--- config.mk ---
export PLATFORM = sky130hd
export DESIGN_NAME = registro_universal_flat
export DESIGN_NICKNAME = d
export VERILOG_FILES = /design/src/rtl/registro_universal_if.sv /design/src/rtl/registro_universal.sv /design/src/flat_wrapper.sv
export SDC_FILE = /design/constraint.sdc
export NUM_CORES = 1
export LEC_CHECK = 0
export BUFFER_PORTS_ARGS = -buffer_cell sky130_fd_sc_hd__buf_2
export CAP_MARGIN = 10
export CORE_ASPECT_RATIO = 1.75
export CORE_MARGIN = 10
export CORE_UTILIZATION = 35
export CTS_BUF_LIST = sky130_fd_sc_hd__clkbuf_4 sky130_fd_sc_hd__clkbuf_8
export DETAILED_ROUTE_END_ITERATION = 6
export PLACE_DENSITY_LB_ADDON = 0.25
export SLEW_MARGIN = 10
export SYNTH_ARGS = -nofsm -noshare
export SYNTH_HDL_FRONTEND = slang
export SYNTH_SLANG_ARGS = --single-unit
--- constraint.sdc ---
create_clock -name CLK -period 2.7 [get_ports CLK]
set_input_delay 0.54 -clock CLK [delete_from_list [all_inputs] [get_ports CLK]]
set_output_delay 0.54 -clock CLK [all_outputs]
set_load 0.01 [all_outputs]
--- src/rtl/registro_universal_if.sv ---
// ============================================================================
// Module   : registro_universal_if
// Purpose  : Command/data/status bundle for the universal register.
// Revision : 1.0 - initial release
// ============================================================================
`default_nettype none

interface registro_universal_if #(
  parameter int WIDTH = 12
);
  localparam int CW = $clog2(WIDTH);

  logic             EN;
  logic [2:0]       MODE;
  logic [CW-1:0]    CNT;
  logic [WIDTH-1:0] L;
  logic             SIN_R;
  logic             SIN_L;
  logic [WIDTH-1:0] QR;
  logic             SOUT_L;
  logic             SOUT_R;
  logic             BUSY;
  logic             ZERO;
  logic             OVF;
  logic             PAR;

  modport master (
    output EN, MODE, CNT, L, SIN_R, SIN_L,
    input  QR, SOUT_L, SOUT_R, BUSY, ZERO, OVF, PAR
  );

  modport slave (
    input  EN, MODE, CNT, L, SIN_R, SIN_L,
    output QR, SOUT_L, SOUT_R, BUSY, ZERO, OVF, PAR
  );
endinterface

`default_nettype wire

--- src/rtl/registro_universal.sv ---
// ============================================================================
// Module   : registro_universal
// Purpose  : WIDTH-bit universal register (load/shift/rotate/count) with burst
//            shifter FSM and status flags. Optional: REGISTRO_PARIDAD_EN.
// Revision : 1.0 - initial release
// ============================================================================
`default_nettype none

module registro_universal #(
  parameter int WIDTH = 12
) (
  input  wire                  CLK,
  input  wire                  CLR,
  registro_universal_if.slave  bus
);
  localparam int CW = $clog2(WIDTH);
  localparam logic [CW-1:0]    c_REM_ONE = CW'(1);
  localparam logic [WIDTH-1:0] c_ONE     = WIDTH'(1);

  typedef enum logic [0:0] {
    S_IDLE  = 1'b0,
    S_BURST = 1'b1
  } state_t;

  state_t           r_state;
  logic             r_right;
  logic             r_rotate;
  logic [CW-1:0]    r_rem;
  logic [WIDTH-1:0] r_qr;
  logic             r_ovf;

  // One shift/rotate step; rotates recirculate the bit leaving the far end.
  function automatic logic [WIDTH-1:0] f_step(
    input logic [WIDTH-1:0] q,
    input logic             right,
    input logic             rot,
    input logic             sr,
    input logic             sl
  );
    logic w_in;
    if (right) begin
      w_in = rot ? q[0] : sl;
      return {w_in, q[WIDTH-1:1]};
    end else begin
      w_in = rot ? q[WIDTH-1] : sr;
      return {q[WIDTH-2:0], w_in};
    end
  endfunction

  always_ff @(posedge CLK or negedge CLR) begin
    if (!CLR) begin
      r_state  <= S_IDLE;
      r_right  <= 1'b0;
      r_rotate <= 1'b0;
      r_rem    <= '0;
      r_qr     <= '0;
      r_ovf    <= 1'b0;
    end else begin
      case (r_state)
        S_IDLE: begin
          if (bus.EN) begin
            case (bus.MODE)
              3'b001: begin
                r_qr  <= bus.L;
                r_ovf <= 1'b0;
              end
              3'b110: begin
                r_qr <= r_qr + c_ONE;
                if (&r_qr) r_ovf <= 1'b1;
              end
              3'b111: begin
                r_qr <= r_qr - c_ONE;
                if (r_qr == '0) r_ovf <= 1'b1;
              end
              3'b010, 3'b011, 3'b100, 3'b101: begin
                // First step of the burst happens on the accepting edge.
                r_right  <= bus.MODE[0];
                r_rotate <= bus.MODE[2];
                r_qr     <= f_step(r_qr, bus.MODE[0], bus.MODE[2],
                                   bus.SIN_R, bus.SIN_L);
                if (bus.CNT != '0) begin
                  r_state <= S_BURST;
                  r_rem   <= bus.CNT;
                end
              end
              default: ;
            endcase
          end
        end
        S_BURST: begin
          r_qr  <= f_step(r_qr, r_right, r_rotate, bus.SIN_R, bus.SIN_L);
          r_rem <= r_rem - c_REM_ONE;
          if (r_rem == c_REM_ONE) r_state <= S_IDLE;
        end
        default: r_state <= S_IDLE;
      endcase
    end
  end

  assign bus.QR     = r_qr;
  assign bus.OVF    = r_ovf;
  assign bus.BUSY   = (r_state == S_BURST);
  assign bus.ZERO   = (r_qr == '0);
  assign bus.SOUT_L = r_qr[WIDTH-1];
  assign bus.SOUT_R = r_qr[0];

`ifdef REGISTRO_PARIDAD_EN
  assign bus.PAR = ^r_qr;
`else
  assign bus.PAR = 1'b0;
`endif

endmodule

`default_nettype wire

--- src/flat_wrapper.sv ---
// flat-port wrapper written by rule: the top's interface ports become plain ports
module registro_universal_flat 
#(
  parameter int WIDTH = 12
)
  (CLK, CLR, bus_EN, bus_MODE, bus_CNT, bus_L, bus_SIN_R, bus_SIN_L, bus_QR, bus_SOUT_L, bus_SOUT_R, bus_BUSY, bus_ZERO, bus_OVF, bus_PAR);
  registro_universal_if #(.WIDTH(WIDTH)) bus_i ();
  input  wire CLK;
  input  wire CLR;
  input wire logic [$bits(bus_i.EN)-1:0] bus_EN;
  input wire logic [$bits(bus_i.MODE)-1:0] bus_MODE;
  input wire logic [$bits(bus_i.CNT)-1:0] bus_CNT;
  input wire logic [$bits(bus_i.L)-1:0] bus_L;
  input wire logic [$bits(bus_i.SIN_R)-1:0] bus_SIN_R;
  input wire logic [$bits(bus_i.SIN_L)-1:0] bus_SIN_L;
  output wire logic [$bits(bus_i.QR)-1:0] bus_QR;
  output wire logic [$bits(bus_i.SOUT_L)-1:0] bus_SOUT_L;
  output wire logic [$bits(bus_i.SOUT_R)-1:0] bus_SOUT_R;
  output wire logic [$bits(bus_i.BUSY)-1:0] bus_BUSY;
  output wire logic [$bits(bus_i.ZERO)-1:0] bus_ZERO;
  output wire logic [$bits(bus_i.OVF)-1:0] bus_OVF;
  output wire logic [$bits(bus_i.PAR)-1:0] bus_PAR;
  assign bus_i.EN = bus_EN;
  assign bus_i.MODE = bus_MODE;
  assign bus_i.CNT = bus_CNT;
  assign bus_i.L = bus_L;
  assign bus_i.SIN_R = bus_SIN_R;
  assign bus_i.SIN_L = bus_SIN_L;
  assign bus_QR = bus_i.QR;
  assign bus_SOUT_L = bus_i.SOUT_L;
  assign bus_SOUT_R = bus_i.SOUT_R;
  assign bus_BUSY = bus_i.BUSY;
  assign bus_ZERO = bus_i.ZERO;
  assign bus_OVF = bus_i.OVF;
  assign bus_PAR = bus_i.PAR;
  registro_universal #(.WIDTH(WIDTH)) u_core (.CLK(CLK), .CLR(CLR), .bus(bus_i));
endmodule
# == Word level (Yosys, flattened, before mapping) ==
# Index checks and enable logic that the tools add are counted.
# classes
n_bitwise,1
eq_ne,14
n_mux,21
n_addsub,3
n_reduce_logical,9
# ops
op,count
12-bit one-hot mux with 4 select lines,1
12-bit two-way mux,3
12-bit one-hot mux with 2 select lines,1
"12-bit by 1-bit adder with 12-bit output, second input constant",1
"3-bit == test, second input constant",4
12-bit logical NOT,1
4-bit two-way mux,3
12-bit AND reduction,1
"12-bit by 1-bit subtractor with 12-bit output, second input constant",1
1-bit two-way mux,10
4-bit one-hot mux with 2 select lines,1
"3-bit by 2-bit == test with 1-bit output, second input constant",2
"2-bit != test, second input constant",3
3-bit AND reduction,2
"5-bit != test, second input constant",1
5-bit AND reduction,1
"4-bit by 1-bit == test with 1-bit output, second input constant",1
"2-bit by 1-bit != test with 1-bit output, second input constant",2
4-bit nonzero test,1
4-bit OR reduction,1
"4-bit by 1-bit subtractor with 4-bit output, second input constant",1
"3-bit by 1-bit == test with 1-bit output, second input constant",1
1-bit one-hot mux with 3 select lines,1
3-bit nonzero test,1
other kinds (3),3
# word_totals
elab_cells,54
out_inout_bits,18
input_bits,24
reg_bits,20

# == Longest topological paths before layout ==
# depth
ltp_word,5
ltp_mapped,9
ltp_nobuf,8

# == Least setup slack after synthesis ==
# OpenSTA, ideal clock, no wires.
# synth_path
path_type,in2reg
from,in bus_MODE[0]
to,"reg u_core.r_qr[6], in the netlist u_core.bus.QR[6]"
setup_time_ns,0.128
arrival_time_ns,2.071
n_path_buf,1
required_time_ns,2.572
slack_ns,0.502
stages,9
cell_sequence,buf_2 > nand3_2 > xnor2_1 > ha_1 > nor4b_1 > a22oi_1 > xnor2_1 > a211oi_1 > o21ai_1
# synth_via
elab_chain_cells,5
word_cells_on_any_way,14
classes_between,eq/ne (8); mux (4); reduce/logical (2)
# synth_lines
element,line,rtl
"start, declared",flat_wrapper.sv:11,input wire logic [$bits(bus_i.MODE)-1:0] bus_MODE;
3-bit by 2-bit == test with 1-bit output / 3-bit == test (equally long branches),registro_universal.sv:62,case (bus.MODE)
4-bit OR reduction,--,
12-bit one-hot mux with 4 select lines,registro_universal.sv:62,
12-bit two-way mux,registro_universal.sv:61,if (bus.EN) begin
12-bit one-hot mux with 2 select lines,registro_universal.sv:59,case (r_state)
"end signal, assigned",registro_universal.sv:64,r_qr <= bus.L;
"end signal, assigned",registro_universal.sv:68,r_qr <= r_qr + c_ONE;
"end signal, assigned",registro_universal.sv:72,r_qr <= r_qr - c_ONE;
"end, declared",registro_universal.sv:29,logic [WIDTH-1:0] r_qr;
# Several ways; a longest one is shown, not always the timed one. The select of a mux whose other input is x is not followed.
# A chain may end at the register's enable or synchronous reset.

# == Worst setup path after layout ==
# layout_path
from,"reg u_core.r_qr[8], in the netlist u_core.bus.QR[8]"
to,out bus_ZERO
# layout_via
elab_chain_cells,1
# layout_lines
element,line,rtl
12-bit logical NOT,registro_universal.sv:103,assign bus.ZERO = (r_qr == '0);
"end, declared",flat_wrapper.sv:20,output wire logic [$bits(bus_i.ZERO)-1:0] bus_ZERO;
# No other way between the ends.

==> out/results.ini <==
[status]
outcome = completed

[sta]
slew_headroom = 0.5128
setup_violations = 0
drv_slew = 0
rsz0062_at_grt = no
period_needed_ps = 2379
worst_slew_pin_slew_ps = 730.8
fin_skew_ps = 2.864
setup_tns_ps = 0
min_period_over_period = 0.8810
hold_viol = 0
whs_ps = 241.0
max_freq_mhz = 420.4

[die]
placementRows = 38
fp.coreArea_sq_um = 6228
die_y_um = 126.4
floorplan.initialDensity = 0.3632
die-area_sq_um = 10210
io_pins = 42
die_w_um = 80.77

[yosys]
synth.lib_cells_used.distinct = 65
synth_edf_count = 0
synth_area_per_cell_sq_um = 7.910
synth_area_sq_um = 2262
synthArstFlopShare = 1.000
yosysSeqAreaShare = 0.2212
ys_ff_latch = 20
synth_top_cell_area_share = 0.2212
yosysWarnings = 0
synth_fp_nets = 315
synthTopCellsByArea = dfrtp_1 (22%), mux2i_1 (8.4%), a211oi_1 (4.6%)
synth_top_area_cell = dfrtp_1
synth_ff_type = dfrtp_1
postSynthCellCount = 286

[clocking]
root_buffer = clkbuf_8
cts_num_sinks = 20
cts_hold_buf = 0
clk_latency_ps = 270
clk_pin_slew_ps = 80
h-tree-depth = 1
cts_resized = 0
cts_tree = yes
cts_inserted_buffers = 3
post_cts_buffers = 0
cts_max_path_buffers = 2

[final_layout]
n_antenna_cell = 0
drive_above_1_share = 0.2332
final_common_cell = buf_2
syn_to_final_growth_pct = 13.72
final_nets = 343
mostFrequentLayoutCells = buf_2 (40), nor2_1 (22), dfrtp_1 (20), mux2i_1 (19), a21oi_1 (17)
n_fill_cell = 650

[worst_setup_path]
r2r_slack_ps = 610
startpoint = u_core.bus.QR[8]
worstPathRequired_ps = 2160
timing.rr.end = u_core.bus.QR[3]
end_kind = output port
worstSetupPathType = flop to output port
cp.arrival_ps = 1840
worstReg2RegStart = u_core.bus.QR[2]
cpPeakStageDelay_ps = 450
worstPathCellList = or3_1, or4_4, nor3_4, buf_2
start_kind = flop
rr_worst_depth = 5
crit_path_top_delay_cell = or3_1
cp_max_fo = 3
cp-endpoint = bus_ZERO

[route]
drt_first_pass_iters = 4
drc = 0
drt_wl_total_mm = 7.338
ant_nets = 0
viasPerCell = 5.835
drtIter0Drc = 146
routedWlPerCell_um = 18.67
num_vias = 2293

[power]
pwr_density_cell_nw_per_um2 = 1015
vdd_drop_max_mv = 0.5264
clkPwrFrac = 0.094
internal_power_mw = 1.323
switching_power_mw = 1.288
total_leakage_power_nw = 1.135
p_comb_frac = 0.626
pwr-share-seq = 0.280
swShare = 0.4934

[grt]
grt_pass1_vias = 2406
antenna_found_initial = 0
track_usage = 0.1463
grt_overflow_total = 0
grt_pass1_wl_mm = 12.13
grt_max_degree = 27

[place]
dp_hpwl_mm = 5.424
gp_congestion = 0.8833
port_buffers = 40

[job]
cap_violations = 0

[min_path]
hold_class = input pin to asynchronous set/reset pin

## synth_stat cells, types with 2 or more instances
master and count:
nor2_1 22, dfrtp_1 20, mux2i_1 19, a21oi_1 17, nand2_1 16, a211oi_1 14, buf_2 12, clkbuf_1 10
inv_1 10, nor3_1 10, nand2b_1 9, o21ai_0 9, mux2_2 8, nor4_1 6, a31oi_1 5, buf_1 5
ha_1 5, or3_1 5, nand4_1 4, nor2b_1 4, o31ai_1 4, xor2_1 4, a211o_1 3, a21boi_1 3
a21o_1 3, a222oi_1 3, a22oi_1 3, and2_1 3, and4_1 3, buf_4 3, nand3_1 3, xnor2_1 3
a2111oi_0 2, a221oi_1 2, nor3b_1 2, o211ai_1 2, o21ai_1 2
## logic make-up (layout without fill, tap and decap cells)
kind of cell | count (synthesis) | after routing | share of synthesized area
flops | 20 | 20 | 0.2212
buf+inv | 42 | 69 | 0.08463
other cells | 1 | 1 | 0.001658
xor+xnor | 7 | 7 | 0.02710
simple gates | 98 | 98 | 0.2417
compound gates | 85 | 85 | 0.2672
mux | 28 | 28 | 0.1289
fa+ha+maj | 5 | 5 | 0.02765
## through the flow
step	cell area, sq um	instances	util	setup slack, ps	total power [mW]
final	2572	393	0.4130	321.4	2.611
after global routing	2572	393	0.4130	254.3	2.856
after floorplan	2262	286	-	501.9	1.891
after global placement	2517	389	0.4042	429.4	2.349
after detailed placement	2517	389	0.4042	373.0	2.372
after CTS	2572	393	0.4130	300.2	2.623
## cell type report
cell class	count	area, sq um	area share
multi-input cells	224	1570	0.6104
flip-flops and latches	20	500.5	0.1946
well taps	80	100.1	0.03891
clock buffers	4	55.05	0.02140
inverters	11	41.29	0.01605
repair buffers	54	305.3	0.1187
## metal layers
layer | routed length [um] | up-vias | GRT usage
met5 | 0 | - | 0
li1 | - | 1128 | -
met2 | 4026 | 42 | 0.2702
met4 | 170 | 0 | 0.06039
met3 | 276 | 10 | 0.02051
met1 | 2864 | 1113 | 0.1572
## flip-flops by register name, indices dropped and copies added (netlist names)
| signal | count |
|---|---|
| u_core.r_right | 1 |
| u_core.bus.OVF | 1 |
| u_core.bus.QR | 12 |
| u_core.r_rem | 4 |
| u_core.r_rotate | 1 |
| u_core.bus.BUSY | 1 |
## power groups by stage
stage	combinational (mW)	sequential, mW	clock (mW)
finish	1.63	0.732	0.244
CTS	1.64	0.729	0.253
floorplan	1.28	0.613	0
global placement	1.61	0.737	0
detailed placement	1.64	0.737	0
global route	1.83	0.765	0.261
## worst max-delay path, delay by kind of cell (launching register included)
family | cells | cell delay, ps
simple gates | 3 | 1030
flops | 1 | 380
buf+inv | 1 | 160
## worst min path at each step
| stage | startpoint | to | slack (ps) | depth (start not counted) |
|---|---|---|---|---|
| after floorplan | CLR | u_core.bus.BUSY | 240 | 0 |
| after global placement | u_core.bus.OVF | u_core.bus.OVF | 490 | 2 |
| after detailed placement | u_core.bus.OVF | u_core.bus.OVF | 510 | 2 |
| after CTS | CLR | u_core.r_rem[2] | 260 | 1 |
| after global routing | CLR | u_core.r_rem[2] | 270 | 1 |
| final | CLR | u_core.r_rem[2] | 240 | 1 |
No activity file was read; power rests on OpenSTA's default activity.
